==> src/rtl/scr1_brkm_bp_ctrl_pkg.sv <==
// BRKM breakpoint controller shared types.
// CTRL bit positions, CSR selector, break actions, FSM states.
package scr1_brkm_bp_ctrl_pkg;

    localparam int unsigned BRKM_CTRL_EXACT   = 0;
    localparam int unsigned BRKM_CTRL_MASK    = 1;
    localparam int unsigned BRKM_CTRL_MASKEXT = 2;
    localparam int unsigned BRKM_CTRL_ARM     = 3;
    localparam int unsigned BRKM_CTRL_ACT     = 4;
    localparam int unsigned BRKM_CTRL_HIT     = 6;
    localparam int unsigned BRKM_CTRL_PEND    = 7;
    localparam int unsigned BRKM_CTRL_THR     = 8;

    typedef enum logic [1:0] {
        BRKM_SEL_CTRL  = 2'b00,
        BRKM_SEL_LO    = 2'b01,
        BRKM_SEL_HI    = 2'b10,
        BRKM_SEL_COUNT = 2'b11
    } type_scr1_brkm_bp_sel_e;

    typedef enum logic [1:0] {
        BRKM_ACT_NONE = 2'b00,
        BRKM_ACT_EXC  = 2'b01,
        BRKM_ACT_HALT = 2'b10,
        BRKM_ACT_RSVD = 2'b11
    } type_scr1_brkm_action_e;

    typedef enum logic {
        BRKM_FSM_IDLE = 1'b0,
        BRKM_FSM_REQ  = 1'b1
    } type_scr1_brkm_fsm_e;

    localparam type_scr1_brkm_action_e BRKM_ACT_RST = BRKM_ACT_NONE;

endpackage

==> src/rtl/scr1_brkm_bp_ctrl_chan.sv <==
// One BRKM breakpoint channel: config registers, hit counter, pending flag.
module scr1_brkm_bp_chan
    import scr1_brkm_bp_ctrl_pkg::*;
#(
    parameter int AW = 32,
    parameter int CW = 8
) (
    input  logic                   clk,
    input  logic                   rst_n,
    input  logic                   wr_en,
    input  type_scr1_brkm_bp_sel_e wr_sel,
    input  logic [31:0]            wdata,
    input  logic                   match,
    input  logic                   ack,
    output logic                   exact_en,
    output logic                   mask_en,
    output logic                   mask_ext_en,
    output logic [AW-1:0]          addr_lo,
    output logic [AW-1:0]          addr_hi,
    output logic                   pending,
    output type_scr1_brkm_action_e action,
    output logic [31:0]            ctrl_word,
    output logic [CW-1:0]          count
);

    logic          cfg_exact;
    logic          cfg_mask;
    logic          cfg_ext;
    logic          arm;
    logic          hit;
    logic [CW-1:0] thr;
    logic [CW-1:0] thr_eff;
    logic [CW:0]   inc;
    logic [CW-1:0] cnt_sat;
    logic          reach;
    logic          count_en;
    logic          ctrl_wr;

    assign ctrl_wr  = wr_en & (wr_sel == BRKM_SEL_CTRL);
    assign thr_eff  = (thr == '0) ? CW'(1) : thr;
    assign inc      = {1'b0, count} + (CW + 1)'(1);
    assign reach    = inc >= {1'b0, thr_eff};
    assign cnt_sat  = (&count) ? count : inc[CW-1:0];
    assign count_en = match & arm & ~pending;

    always_ff @(posedge clk or negedge rst_n) begin
        if (!rst_n) begin
            cfg_exact <= 1'b0;
            cfg_mask  <= 1'b0;
            cfg_ext   <= 1'b0;
            arm       <= 1'b0;
            action    <= BRKM_ACT_RST;
            hit       <= 1'b0;
            pending   <= 1'b0;
            thr       <= '0;
            count     <= '0;
            addr_lo   <= '0;
            addr_hi   <= '0;
        end else if (ctrl_wr) begin
            cfg_exact <= wdata[BRKM_CTRL_EXACT];
            cfg_mask  <= wdata[BRKM_CTRL_MASK];
            cfg_ext   <= wdata[BRKM_CTRL_MASKEXT];
            arm       <= wdata[BRKM_CTRL_ARM];
            action    <= type_scr1_brkm_action_e'(wdata[BRKM_CTRL_ACT +: 2]);
            thr       <= wdata[BRKM_CTRL_THR +: CW];
            if (wdata[BRKM_CTRL_HIT]) begin
                hit <= 1'b0;
            end
            count   <= '0;
            pending <= 1'b0;
        end else begin
            if (wr_en) begin
                case (wr_sel)
                    BRKM_SEL_LO:    addr_lo <= wdata[AW-1:0];
                    BRKM_SEL_HI:    addr_hi <= wdata[AW-1:0];
                    BRKM_SEL_COUNT: count   <= wdata[CW-1:0];
                    default:        ;
                endcase
            end
            if (ack) begin
                pending <= 1'b0;
                hit     <= 1'b1;
                arm     <= 1'b0;
            end else if (count_en && !wr_en) begin
                if (reach) begin
                    count <= '0;
                    // trace-only channels never raise a break
                    if (action == BRKM_ACT_NONE) begin
                        hit <= 1'b1;
                    end else begin
                        pending <= 1'b1;
                    end
                end else begin
                    count <= cnt_sat;
                end
            end
        end
    end

    assign exact_en    = cfg_exact & arm;
    assign mask_en     = cfg_mask & arm;
    assign mask_ext_en = cfg_ext & arm;

    always_comb begin
        ctrl_word                        = '0;
        ctrl_word[BRKM_CTRL_EXACT]       = cfg_exact;
        ctrl_word[BRKM_CTRL_MASK]        = cfg_mask;
        ctrl_word[BRKM_CTRL_MASKEXT]     = cfg_ext;
        ctrl_word[BRKM_CTRL_ARM]         = arm;
        ctrl_word[BRKM_CTRL_ACT +: 2]    = action;
        ctrl_word[BRKM_CTRL_HIT]         = hit;
        ctrl_word[BRKM_CTRL_PEND]        = pending;
        ctrl_word[BRKM_CTRL_THR +: CW]   = thr;
    end

endmodule

==> src/rtl/scr1_brkm_bp_ctrl.sv <==
// BRKM breakpoint controller: channel array, pending arbiter,
// req/ack break FSM towards the HDU and registered CSR read path.
module scr1_brkm_bp_ctrl
    import scr1_brkm_bp_ctrl_pkg::*;
#(
    parameter int BRKM_BP_NUM        = 2,
    parameter int BRKM_BP_ADDR_WIDTH = 32,
    parameter int BRKM_BP_CNT_WIDTH  = 8,
    localparam int NCH = BRKM_BP_NUM,
    localparam int AW  = BRKM_BP_ADDR_WIDTH,
    localparam int CW  = BRKM_BP_CNT_WIDTH,
    localparam int CHW = (NCH > 1) ? $clog2(NCH) : 1
) (
    input  logic                     clk,
    input  logic                     rst_n,
    input  logic                     csr_req,
    input  logic                     csr_we,
    input  logic [CHW-1:0]           csr_ch,
    input  logic [1:0]               csr_sel,
    input  logic [31:0]              csr_wdata,
    output logic [31:0]              csr_rdata,
    input  logic [NCH-1:0]           bp_match,
    output logic [NCH-1:0]           bp_exact_en,
    output logic [NCH-1:0]           bp_mask_en,
    output logic [NCH-1:0]           bp_mask_ext_en,
    output logic [NCH-1:0][AW-1:0]   bp_addr_lo,
    output logic [NCH-1:0][AW-1:0]   bp_addr_hi,
    output logic                     brk_req,
    output logic [1:0]               brk_action,
    output logic [CHW-1:0]           brk_ch,
    input  logic                     brk_ack
);

    type_scr1_brkm_bp_sel_e sel;
    type_scr1_brkm_fsm_e    state;
    type_scr1_brkm_fsm_e    state_nx;
    type_scr1_brkm_action_e act_w [NCH];
    type_scr1_brkm_action_e act_q;
    type_scr1_brkm_action_e act_nx;
    logic [31:0]            ctrl_w [NCH];
    logic [CW-1:0]          cnt_w [NCH];
    logic [NCH-1:0]         pend;
    logic [NCH-1:0]         wr_en;
    logic [NCH-1:0]         ack_v;
    logic [CHW-1:0]         arb_ch;
    logic [CHW-1:0]         ch_q;
    logic [CHW-1:0]         ch_nx;
    logic                   ctrl_wr;
    logic                   cancel;
    logic                   idle_block;
    logic [31:0]            rd_mux;

    assign sel     = type_scr1_brkm_bp_sel_e'(csr_sel);
    assign ctrl_wr = csr_req & csr_we & (sel == BRKM_SEL_CTRL);

    for (genvar i = 0; i < NCH; i++) begin : g_ch
        assign wr_en[i] = csr_req & csr_we & (csr_ch == CHW'(i));

        scr1_brkm_bp_chan #(
            .AW (AW),
            .CW (CW)
        ) u_chan (
            .clk         (clk),
            .rst_n       (rst_n),
            .wr_en       (wr_en[i]),
            .wr_sel      (sel),
            .wdata       (csr_wdata),
            .match       (bp_match[i]),
            .ack         (ack_v[i]),
            .exact_en    (bp_exact_en[i]),
            .mask_en     (bp_mask_en[i]),
            .mask_ext_en (bp_mask_ext_en[i]),
            .addr_lo     (bp_addr_lo[i]),
            .addr_hi     (bp_addr_hi[i]),
            .pending     (pend[i]),
            .action      (act_w[i]),
            .ctrl_word   (ctrl_w[i]),
            .count       (cnt_w[i])
        );
    end

    always_comb begin
        arb_ch = '0;
        for (int i = NCH - 1; i >= 0; i--) begin
            if (pend[i]) begin
                arb_ch = CHW'(i);
            end
        end
    end

    // a CTRL write racing the latch would leave REQ pointing at a cleared channel
    assign idle_block = ctrl_wr & (csr_ch == arb_ch);
    assign cancel     = (state == BRKM_FSM_REQ) & ctrl_wr & (csr_ch == ch_q);

    always_comb begin
        state_nx = state;
        ch_nx    = ch_q;
        act_nx   = act_q;
        ack_v    = '0;
        unique case (state)
            BRKM_FSM_IDLE: begin
                if ((|pend) && !idle_block) begin
                    state_nx = BRKM_FSM_REQ;
                    ch_nx    = arb_ch;
                    act_nx   = act_w[arb_ch];
                end
            end
            BRKM_FSM_REQ: begin
                if (cancel) begin
                    state_nx = BRKM_FSM_IDLE;
                end else if (brk_ack) begin
                    state_nx    = BRKM_FSM_IDLE;
                    ack_v[ch_q] = 1'b1;
                end
            end
            default: state_nx = BRKM_FSM_IDLE;
        endcase
    end

    always_ff @(posedge clk or negedge rst_n) begin
        if (!rst_n) begin
            state <= BRKM_FSM_IDLE;
            ch_q  <= '0;
            act_q <= BRKM_ACT_RST;
        end else begin
            state <= state_nx;
            ch_q  <= ch_nx;
            act_q <= act_nx;
        end
    end

    assign brk_req    = (state == BRKM_FSM_REQ);
    assign brk_ch     = ch_q;
    assign brk_action = act_q;

    always_comb begin
        rd_mux = '0;
        for (int i = 0; i < NCH; i++) begin
            if (csr_ch == CHW'(i)) begin
                unique case (sel)
                    BRKM_SEL_CTRL:  rd_mux = ctrl_w[i];
                    BRKM_SEL_LO:    rd_mux = 32'(bp_addr_lo[i]);
                    BRKM_SEL_HI:    rd_mux = 32'(bp_addr_hi[i]);
                    BRKM_SEL_COUNT: rd_mux = 32'(cnt_w[i]);
                    default:        rd_mux = '0;
                endcase
            end
        end
    end

    always_ff @(posedge clk or negedge rst_n) begin
        if (!rst_n) begin
            csr_rdata <= '0;
        end else if (csr_req && !csr_we) begin
            csr_rdata <= rd_mux;
        end
    end

endmodule

==> config.mk <==
export PLATFORM = sky130hd
export DESIGN_NAME = scr1_brkm_bp_ctrl
export DESIGN_NICKNAME = d
export VERILOG_FILES = /design/src/rtl/scr1_brkm_bp_ctrl_pkg.sv /design/src/rtl/scr1_brkm_bp_ctrl_chan.sv /design/src/rtl/scr1_brkm_bp_ctrl.sv
export SDC_FILE = /design/constraint.sdc
export NUM_CORES = 1
export LEC_CHECK = 0
export BUFFER_PORTS_ARGS = -buffer_cell sky130_fd_sc_hd__buf_2
export CAP_MARGIN = 15
export CORE_UTILIZATION = 51
export CTS_BUF_LIST = sky130_fd_sc_hd__clkbuf_16
export DETAILED_ROUTE_END_ITERATION = 8
export PLACE_DENSITY = 0.76
export SETUP_SLACK_MARGIN = 0.2
export SLEW_MARGIN = 40
export SYNTH_ARGS = -nofsm -noshare
export SYNTH_HDL_FRONTEND = slang
export SYNTH_HIERARCHICAL = 1
export SYNTH_SLANG_ARGS = --single-unit
==> constraint.sdc <==
create_clock -name clk -period 2.5 [get_ports clk]
set_clock_uncertainty 0.2 [all_clocks]
set_input_delay 0.5 -clock clk [delete_from_list [all_inputs] [get_ports clk]]
set_output_delay 0.5 -clock clk [all_outputs]
set_load 0.02 [all_outputs]
# After elaboration in Yosys (flattened, before gate mapping)
# Cells that the tools add are included.
[word_totals] reg_bits=212 latch_bits=0 ram_bits=0 romBits=0 in_bits=42 output_inout_bits=170 word_cells=162 n_memories=0
[classes] addsub=2 multipliers=0 n_div=0 order_cmp=5 eq_ne=11 shifts=0 n_mux=58 bitwise_logic=26 reduce_logical=34
[ops] op="$pmux W32 S4" n=2
[ops] op="$mux W8" n=16
[ops] op="$mux W32" n=1
[ops] op="$mux W1" n=31
[ops] op="$and A1 B1 Y1" n=19
[ops] op="$add A8 B1 Y9 const B" n=2
[ops] op="$ge A9 B8 Y1" n=2
[ops] op="$reduce_and A3 Y1" n=6
[ops] op="$reduce_bool A3 Y1" n=6
[ops] op="$logic_not A8 Y1" n=2
[ops] op="$reduce_and A8 Y1" n=2
[ops] op="$mux W2" n=6
[ops] op="$ne A5 B3 Y1 const B" n=2
[ops] op="$reduce_and A4 Y1" n=2
[ops] op="$logic_not A2 Y1" n=3
[ops] op="$ne A3 B2 Y1 const B" n=2
[ops] op="$not A1 Y1" n=6
[ops] op="$logic_and A1 B1 Y1" n=5
[ops] op="$eq A2 B2 Y1 const B" n=2
[ops] op="$logic_not A1 Y1" n=4
[ops] op="$ne A2 B2 Y1 const B" n=2
[ops] op="$reduce_bool A2 Y1" n=2
[ops] op="$eq A1 B1 Y1" n=2
[ops] op="$eq A2 B1 Y1 const B" n=1
[ops] op="8 further kinds" n=8

# Longest topological paths before layout
# Gate-level depths: netlist of the first run.
[depth] ltp_word=9 depth_mapped=9 mapped_depth_nobuf=9

# Modules after synthesis
# The synthesis of the first run kept the hierarchy.
[modules_own_cells] mod="scr1_brkm_bp_chan" instances=2 cells_each=297 area_each_um2=3943.8 seq_area_each_um2=2202.1
[modules_own_cells] mod="scr1_brkm_bp_ctrl" instances=1 cells_each=366 area_each_um2=3230.6 seq_area_each_um2=900.9

# Worst setup path before layout of the first run
# No wires, ideal clock.
[synth_path] path_kind="reg-to-reg" start="reg g_ch[1].u_chan.count[0]" end="reg g_ch[1].u_chan.pending" setup_time_ns=0.121 arrival_time_ns=2.376 required_ns=2.179 slack_ns=-0.197 stages_incl_launch_ff=10 period_less_slack_ns=2.697 cell_sequence="dfrtp_1 -> ha_1 -> nand3_1 -> nor2_1 -> xor2_1 -> ha_1 -> a211oi_2 -> o211ai_1 -> a221o_1 -> a22o_2"
[synth_between] elab_chain_len=4
[synth_rtl] item="from (decl)" line_no="scr1_brkm_bp_ctrl_chan.sv:23" source="output logic [CW-1:0] count"
[synth_rtl] item="from (signal assigned)" line_no="scr1_brkm_bp_ctrl_chan.sv:76" source="BRKM_SEL_COUNT: count <= wdata[CW-1:0];"
[synth_rtl] item="from (signal assigned)" line_no="scr1_brkm_bp_ctrl_chan.sv:94" source="count <= cnt_sat;"
[synth_rtl] item="$add A8 B1 Y9" line_no="scr1_brkm_bp_ctrl_chan.sv:41" source="assign inc = {1'b0, count} + (CW + 1)'(1);"
[synth_rtl] item="$ge A9 B8 Y1" line_no="scr1_brkm_bp_ctrl_chan.sv:42" source="assign reach = inc >= {1'b0, thr_eff};"
[synth_rtl] item="$reduce_bool A3 Y1 (no line)"
[synth_rtl] item="$reduce_and A3 Y1 (no line)"
[synth_rtl] item="to (signal assigned)" line_no="scr1_brkm_bp_ctrl_chan.sv:54" source="pending <= 1'b0;"
[synth_rtl] item="to (signal assigned)" line_no="scr1_brkm_bp_ctrl_chan.sv:70" source="pending <= 1'b0;"
[synth_rtl] item="to (signal assigned)" line_no="scr1_brkm_bp_ctrl_chan.sv:81" source="pending <= 1'b0;"
[synth_rtl] item="to (decl)" line_no="scr1_brkm_bp_ctrl_chan.sv:20" source="output logic pending,"
# No other way between the ends.
# A chain may end at the register's enable or synchronous reset.

# Worst setup path in the final report of the first run
[layout_path] start="reg g_ch[0].u_chan.count[0]" end="reg g_ch[0].u_chan.count[0]"
[layout_between] elab_chain_len=6 word_cells_on_any_way=11 classes_between="add/sub: 1; order compare: 1; eq/ne: 1; mux: 7; reduce/logical: 1"
[layout_rtl] item="from (decl)" line_no="scr1_brkm_bp_ctrl_chan.sv:23"
[layout_rtl] item="from (signal assigned)" line_no="scr1_brkm_bp_ctrl_chan.sv:76"
[layout_rtl] item="from (signal assigned)" line_no="scr1_brkm_bp_ctrl_chan.sv:94"
[layout_rtl] item="$add A8 B1 Y9" line_no="scr1_brkm_bp_ctrl_chan.sv:41"
[layout_rtl] item="$ge A9 B8 Y1 or $mux W8 (tied branches)" line_no="scr1_brkm_bp_ctrl_chan.sv:42, scr1_brkm_bp_ctrl_chan.sv:43"
[layout_rtl] item="$mux W8" line_no="scr1_brkm_bp_ctrl_chan.sv:85" source="if (reach) begin"
[layout_rtl] item="$mux W8" line_no="scr1_brkm_bp_ctrl_chan.sv:84" source="end else if (count_en && !wr_en) begin"
[layout_rtl] item="$mux W8" line_no="scr1_brkm_bp_ctrl_chan.sv:80" source="if (ack) begin"
[layout_rtl] item="$mux W8" line_no="scr1_brkm_bp_ctrl_chan.sv:59" source="end else if (ctrl_wr) begin"
# Parallel ways exist; a longest one is shown, timed or not. The select of a mux whose other input is x is not followed.

==> metrics.txt, run 1 <==
fill count 1691; share of layout cells above drive strength 1 40.5%; maxcap violations 0; Slew Limit Fails 0; DRC viols 0; DR vias/cell 5.66; post-layout minimum cycle time 2720 ps; final wirelength 29900 µm; maximum fanout along the worst path 6; synthesized area 11100 µm²; Critical Path RT 2690 ps; crit-path cells ha_4 -> nand3_4 -> nor2_4 -> xor2_2 -> ha_1 -> a211oi_2 -> o211ai_1 -> a221o_2 -> o32ai_2; post-CTS setup buffer count 0; initial DRC count 327; final setup TNS -2060 ps; Post-synth EDFFs 0; Hold Path Stages 2; DPL Wire Length 20800 µm; worst hold-check path type in2reg; clock-pin slew on the worst setup and hold paths 60 ps; Reg-to-Reg Start g_ch[0].u_chan/count[0]$_DFFE_PN0P_; Die H 150 µm; Setup Crit Path Kind reg2reg; Power, Total 12.7 mW; Core Area 21200 µm²; Worst Hold End g_ch[1].u_chan/addr_lo[25]$_DFFE_PN0P_; GRT overflow 0; die area 22400 µm²; RD Place Congestion 0.872; CP Buf/Inv Count 0; number of antenna violations at the first check in global routing 1; Synth-to-Final Area Change 19.4%; final setup vio count 18; Slew @ Worst Pin 687 ps; first-pass GRT wire length 46700 µm; ANT nets after route 0; setup ws final -218 ps; crit end category flop; initial core utilization 52.4%; slew margin rel. 54.0%; number of buffers created by CTS 23; nets 1246; H-tree Lvls 1; Root Driver clkbuf_16; Die Width 150 µm; register area share after synthesis 47.7%; Mapped Cells 960; RSZ-0062 raised after global routing true; slowest CP cell a221o_2; Wirelength per Cell 20.3 µm; Syn Area/Cell 11.6 µm²; Pleak 6.57 nW; crit-path leading delay family compound AO/OA/AOI/OAI gates; P per Cell Area 953 nW/µm²; maximum VDD drop 0.597 mV; worst reg2reg path depth 9; Num Clock Sinks 212; TritonRoute pass-1 iters 4; worst hold path startpoint csr_wdata[25]; failing checks negative setup slack; vias in the first global route 8357; io pins 212; clock latency on the worst-skew pair 500 ps; #FFs+latches synth 212; Most used DFF post-synth dfrtp_1; Fmax 368 MHz; Overall Global Routing Usage 26.9%; Site Rows 53; max incr delay on CP 460 ps; Vias 8347; share of synthesized registers carrying an async set or reset 100%; Unique masters post-synth 54; TritonCTS clock tree built; pin count of the biggest net entering global routing 65; reg-to-reg endpoint g_ch[0].u_chan/count[0]$_DFFE_PN0P_; outcome complete, but fails checks; Longest Clk Path Bufs 3; final hold vios 0; synth warn 6; CP startpoint kind flop; Port Buffers 211; Final Cycle Share 109%; CP arrival 2910 ps; r2r setup slk -220 ps
timing repair:
item,in CTS,in global routing
hold buffers,1,0
hold endpoints to repair,48,0
setup endpoints to repair,20,20
pin swaps,15,2
resized for setup,7,8
logic make-up (layout without fill, tap and decap cells):
group | Yosys count | after routing | synth area share, %
other | 2 | 33 | 0.0675
and+or+nand+nor | 197 | 197 | 8.17
buffers and inverters | 117 | 326 | 6.72
adders and majority gates | 18 | 18 | 2.03
muxes | 236 | 236 | 22.8
AOI/OAI and AO/OA | 164 | 164 | 11.4
DFF | 212 | 212 | 47.7
xor gates and xnor gates | 14 | 14 | 1.10
per-layer routing:
layer  GRT usage (%)  up-vias  share of wire [%]  routed length [µm]
li1                -     3849                  -                   -
met1            36.2     4196                 43               12900
met2            45.1      259                 49               14600
met3            3.99       43                5.7                1700
met4            7.68        0                2.4                 707
met5               0        -                  0                   0
worst reg2reg max path, stage by stage (launching register included):
cell and delay, ps:
dfrtp_2 430, ha_4 180, nand3_4 90, nor2_4 50, xor2_2 180, ha_1 350
a211oi_2 250, o211ai_1 170, a221o_2 460, o32ai_2 280
power breakdown:
group | switching, mW | internal (mW) | total [mW] | leakage (nW)
clock network | 1.31 | 1.75 | 3.06 | 0.347
logic | 2.59 | 1.96 | 4.55 | 3.61
registers | 0.761 | 4.29 | 5.05 | 2.62
stage by stage:
step                      setup WS, ps  util, %  instance area (µm²)  cells  hold WS [ps]
after floorplan                  -14.1        -                11300    990          4.41
after global placement           -39.7     59.0                12500   1435           254
after detailed placement          -213     59.0                12500   1435           261
after CTS                         -184     62.4                13200   1474          60.8
after global routing              -291     62.6                13300   1475          71.6
final                             -218     62.6                13300   1475          82.3
cell usage after synthesis, types with 15 or more instances:
| library cell | count | area share (%) |
|---|---|---|
| dfrtp_1 | 212 | 48 |
| mux2_2 | 140 | 14 |
| mux2i_1 | 96 | 8.6 |
| nand2_1 | 75 | 2.5 |
| nor2_1 | 64 | 2.2 |
| a211oi_1 | 51 | 3.4 |
| buf_4 | 51 | 3.4 |
| o21ai_0 | 21 | 0.95 |
| buf_2 | 20 | 0.90 |
| a22oi_1 | 18 | 1.2 |
| ha_1 | 18 | 2.0 |
| o31ai_1 | 16 | 1.1 |
| inv_1 | 15 | 0.51 |
flip-flops by register name, summed over array words and instances (netlist names):
name                   count
brk_req                    1
g_ch.u_chan/hit            2
g_ch.u_chan/thr           16
g_ch.u_chan/addr_hi       64
brk_ch                     1
g_ch.u_chan/cfg_mask       2
g_ch.u_chan/addr_lo       64
g_ch.u_chan/count         16
g_ch.u_chan/cfg_exact      2
g_ch.u_chan/pending        2
csr_rdata                 32
brk_action                 2
g_ch.u_chan/action         4
g_ch.u_chan/arm            2
g_ch.u_chan/cfg_ext        2
placed cells by master (no fill, tap or decap), drive strengths merged, types with 4 or more instances in the layout:
cell type	netlist	final
a211oi	56	56
a22oi	18	18
a31o	6	6
and2	9	9
buf	90	270
clkbuf	11	24
clkinv	0	8
conb	2	32
dfrtp	212	212
ha	18	18
inv	16	22
mux2	140	140
mux2i	96	96
nand2	75	75
nand2b	4	4
nand3	10	10
nand3b	4	4
nor2	64	64
nor2b	5	5
nor3	9	9
nor4	4	4
o21ai	29	29
o22ai	10	10
o31ai	26	26
xnor2	8	8
xor2	6	6
layout make-up:
| type | instances | area (µm²) | area share [%] |
|---|---|---|---|
| multi-input cells | 661 | 5310 | 40.0 |
| flip-flops and latches | 212 | 5310 | 40.0 |
| repair buffers | 272 | 1590 | 12.0 |
| clock buffers | 23 | 576 | 4.33 |
| well taps | 275 | 344 | 2.59 |
| clock inverters | 15 | 85.1 | 0.641 |
| inverters | 16 | 60.1 | 0.452 |
| diodes | 1 | 2.50 | 0.0188 |
how the worst max path moves through the flow:
| stage | start | endpoint | slack, ps | depth (start not counted) |
|---|---|---|---|---|
| final | g_ch[0].u_chan/count[0]$_DFFE_PN0P_ | g_ch[0].u_chan/count[0]$_DFFE_PN0P_ | -220 | 9 |
| after global routing | g_ch[0].u_chan/count[0]$_DFFE_PN0P_ | g_ch[0].u_chan/count[0]$_DFFE_PN0P_ | -290 | 9 |
| after CTS | g_ch[0].u_chan/count[0]$_DFFE_PN0P_ | g_ch[0].u_chan/count[0]$_DFFE_PN0P_ | -180 | 9 |
| after detailed placement | g_ch[0].u_chan/count[0]$_DFFE_PN0P_ | g_ch[0].u_chan/count[0]$_DFFE_PN0P_ | -210 | 9 |
| after global placement | g_ch[0].u_chan/count[0]$_DFFE_PN0P_ | g_ch[0].u_chan/count[0]$_DFFE_PN0P_ | -40 | 9 |
| after floorplan | g_ch[0].u_chan/count[0]$_DFFE_PN0P_ | g_ch[0].u_chan/count[0]$_DFFE_PN0P_ | -10 | 9 |
Power figures use the tool's default switching activity.
==> run 2: changes to the inputs <==
--- a/config.mk
+++ b/config.mk
@@ -8,8 +8,8 @@
 export BUFFER_PORTS_ARGS = -buffer_cell sky130_fd_sc_hd__buf_2
 export CAP_MARGIN = 15
 export CORE_UTILIZATION = 51
-export CTS_BUF_LIST = sky130_fd_sc_hd__clkbuf_16
 export DETAILED_ROUTE_END_ITERATION = 8
+export GPL_TIMING_DRIVEN = 0
 export PLACE_DENSITY = 0.76
 export SETUP_SLACK_MARGIN = 0.2
 export SLEW_MARGIN = 40
==> run 2 against run 1 <==
The flow still finishes with violations (negative setup slack). Utilization grew 3.2 points. Final area grew 5.1%. Critical path depth is the same. Sequential power grew 2%. Die area is the same. Power grew 7.8%. Non-clock buffer count grew 63. Hold slack lost 17 ps.
==> metrics.txt, run 2 (synthesis results as in run 1) <==
outcome complete, but fails checks; failing checks negative setup slack; most common cell after layout, fill and taps aside buf_2; Final Cycle Share 111%; Largest regs g_ch.u_chan/addr_hi x64, g_ch.u_chan/addr_lo x64, csr_rdata x32; share of layout cells above drive strength 1 44.6%; GRT overflow 0; worst hold-check path type in2reg; clock latency on the worst-skew pair 520 ps; io pins 212; clock-pin slew on the worst setup and hold paths 60 ps; H-tree Lvls 1; Critical Path RT 2700 ps; die area 22400 µm²; nets 1310; pin count of the biggest net entering global routing 75; Longest Clk Path Bufs 3; DRC viols 0; post-layout minimum cycle time 2770 ps; max incr delay on CP 500 ps; setup ws final -266 ps; Slew @ Worst Pin 743 ps; final setup TNS -3330 ps; Die H 150 µm; crit end category flop; Setup Crit Path Kind reg2reg; P per Cell Area 977 nW/µm²; Placement Cell Area 12800 µm²; TritonCTS clock tree built; initial core utilization 52.4%; CP startpoint kind flop; ANT nets after route 0; worst hold slack 64.9 ps; Overall Global Routing Usage 29.1%; Port Buffers 211; Synth-to-Final Area Change 25.5%; final hold vios 0; crit-path cells buf_6 -> and3_1 -> nand3_2 -> xnor2_2 -> ha_2 -> nor3_2 -> a211oi_2 -> a221o_2 -> a22o_2; Pleak 6.90 nW; RD Place Congestion 0.871; CP arrival 2970 ps; Setup crit start g_ch[0].u_chan/count[0]$_DFFE_PN0P_; worst hold path startpoint csr_wdata[17]; final instance area 14000 µm²; DPL Wire Length 23500 µm; final wirelength 32900 µm; Die Width 150 µm; Num Clock Sinks 212; slew margin rel. 50.3%; maxcap violations 0; TritonRoute pass-1 iters 5; number of buffers created by CTS 24; most frequent cells in the layout buf_2 (228), dfrtp_1 (203), mux2_2 (140); DR vias/cell 5.74; Core Area 21200 µm²; number of antenna violations at the first check in global routing 1; Fmax 362 MHz; first-pass GRT wire length 49600 µm; maximum fanout along the worst path 6; Vias 8859; Wirelength per Cell 21.3 µm; final setup vio count 20; maximum VDD drop 0.507 mV; RSZ-0062 raised after global routing true; pre-CTS setup slack -597 ps; Reg-to-Reg Start g_ch[0].u_chan/count[0]$_DFFE_PN0P_; vias in the first global route 8697; Root Driver clkbuf_16; Slew Limit Fails 0; Site Rows 53; slowest CP cell a221o_2; initial DRC count 501
==> run 2: cell type report <==
cell class              instances  area (µm²)
plain buffers                 100         688
clock buffers                  31         688
fillers                      1623        7260
inverters                      16        60.1
well taps                     275         344
diodes                          1        2.50
clock inverters                13         151
repair buffers                235        1310
multi-input cells             661        5400
flip-flops and latches        212        5320
==> run 2: layer usage <==
metal,share of wire [%],track usage [%],vias to the layer above
met4,2.7,8.89,0
met2,49,50.0,364
met1,41,38.3,4429
met3,7.0,3.78,66
li1,-,-,4000
met5,0,0,-
==> run 2: path summary, 6_finish.rpt <==
kind	end	slack (ps)	cells past startpoint
worst max-delay path	g_ch[0].u_chan/pending$_DFFE_PN0P_	-270	9
worst min-delay path	g_ch[1].u_chan/addr_lo[17]$_DFFE_PN0P_	60	2
worst max register to register	g_ch[0].u_chan/pending$_DFFE_PN0P_	-270	9
worst min register to register	csr_rdata[20]$_DFFE_PN0P_	270	2
max in group asynchronous	g_ch[1].u_chan/addr_lo[14]$_DFFE_PN0P_	1130	3
min in group asynchronous	g_ch[0].u_chan/addr_hi[25]$_DFFE_PN0P_	270	2
==> run 2: report_power, final <==
group | switching, mW | internal [mW] | total, mW
registers | 0.864 | 4.30 | 5.16
logic | 2.65 | 2.12 | 4.77
clock network | 1.46 | 2.25 | 3.71
==> run 2: repair_timing <==
item	4_1_cts	5_1_grt
endpoints found under the hold margin	42	0
gates cloned	0	0
gates resized for setup	12	26
setup endpoints to repair	95	76
pin swaps	20	20
hold buffers	1	0
buffers inserted	15	5
==> run 2: critical path: cells and delay by family (launching register included) <==
family | cells | cell delay, ps
xor+xnor | 1 | 260
buf+inv | 1 | 130
fa+ha+maj | 1 | 340
simple gates | 3 | 500
compound gates | 3 | 810
flops | 1 | 410
==> run 2: through the flow <==
step                      power, mW  utilization (%)  cells
after floorplan                7.87                -    990
after global placement         9.29             59.8   1476
after detailed placement       9.45             60.2   1479
after CTS                      13.4             65.0   1538
after global routing           14.3             65.8   1544
final                          13.6             65.8   1544
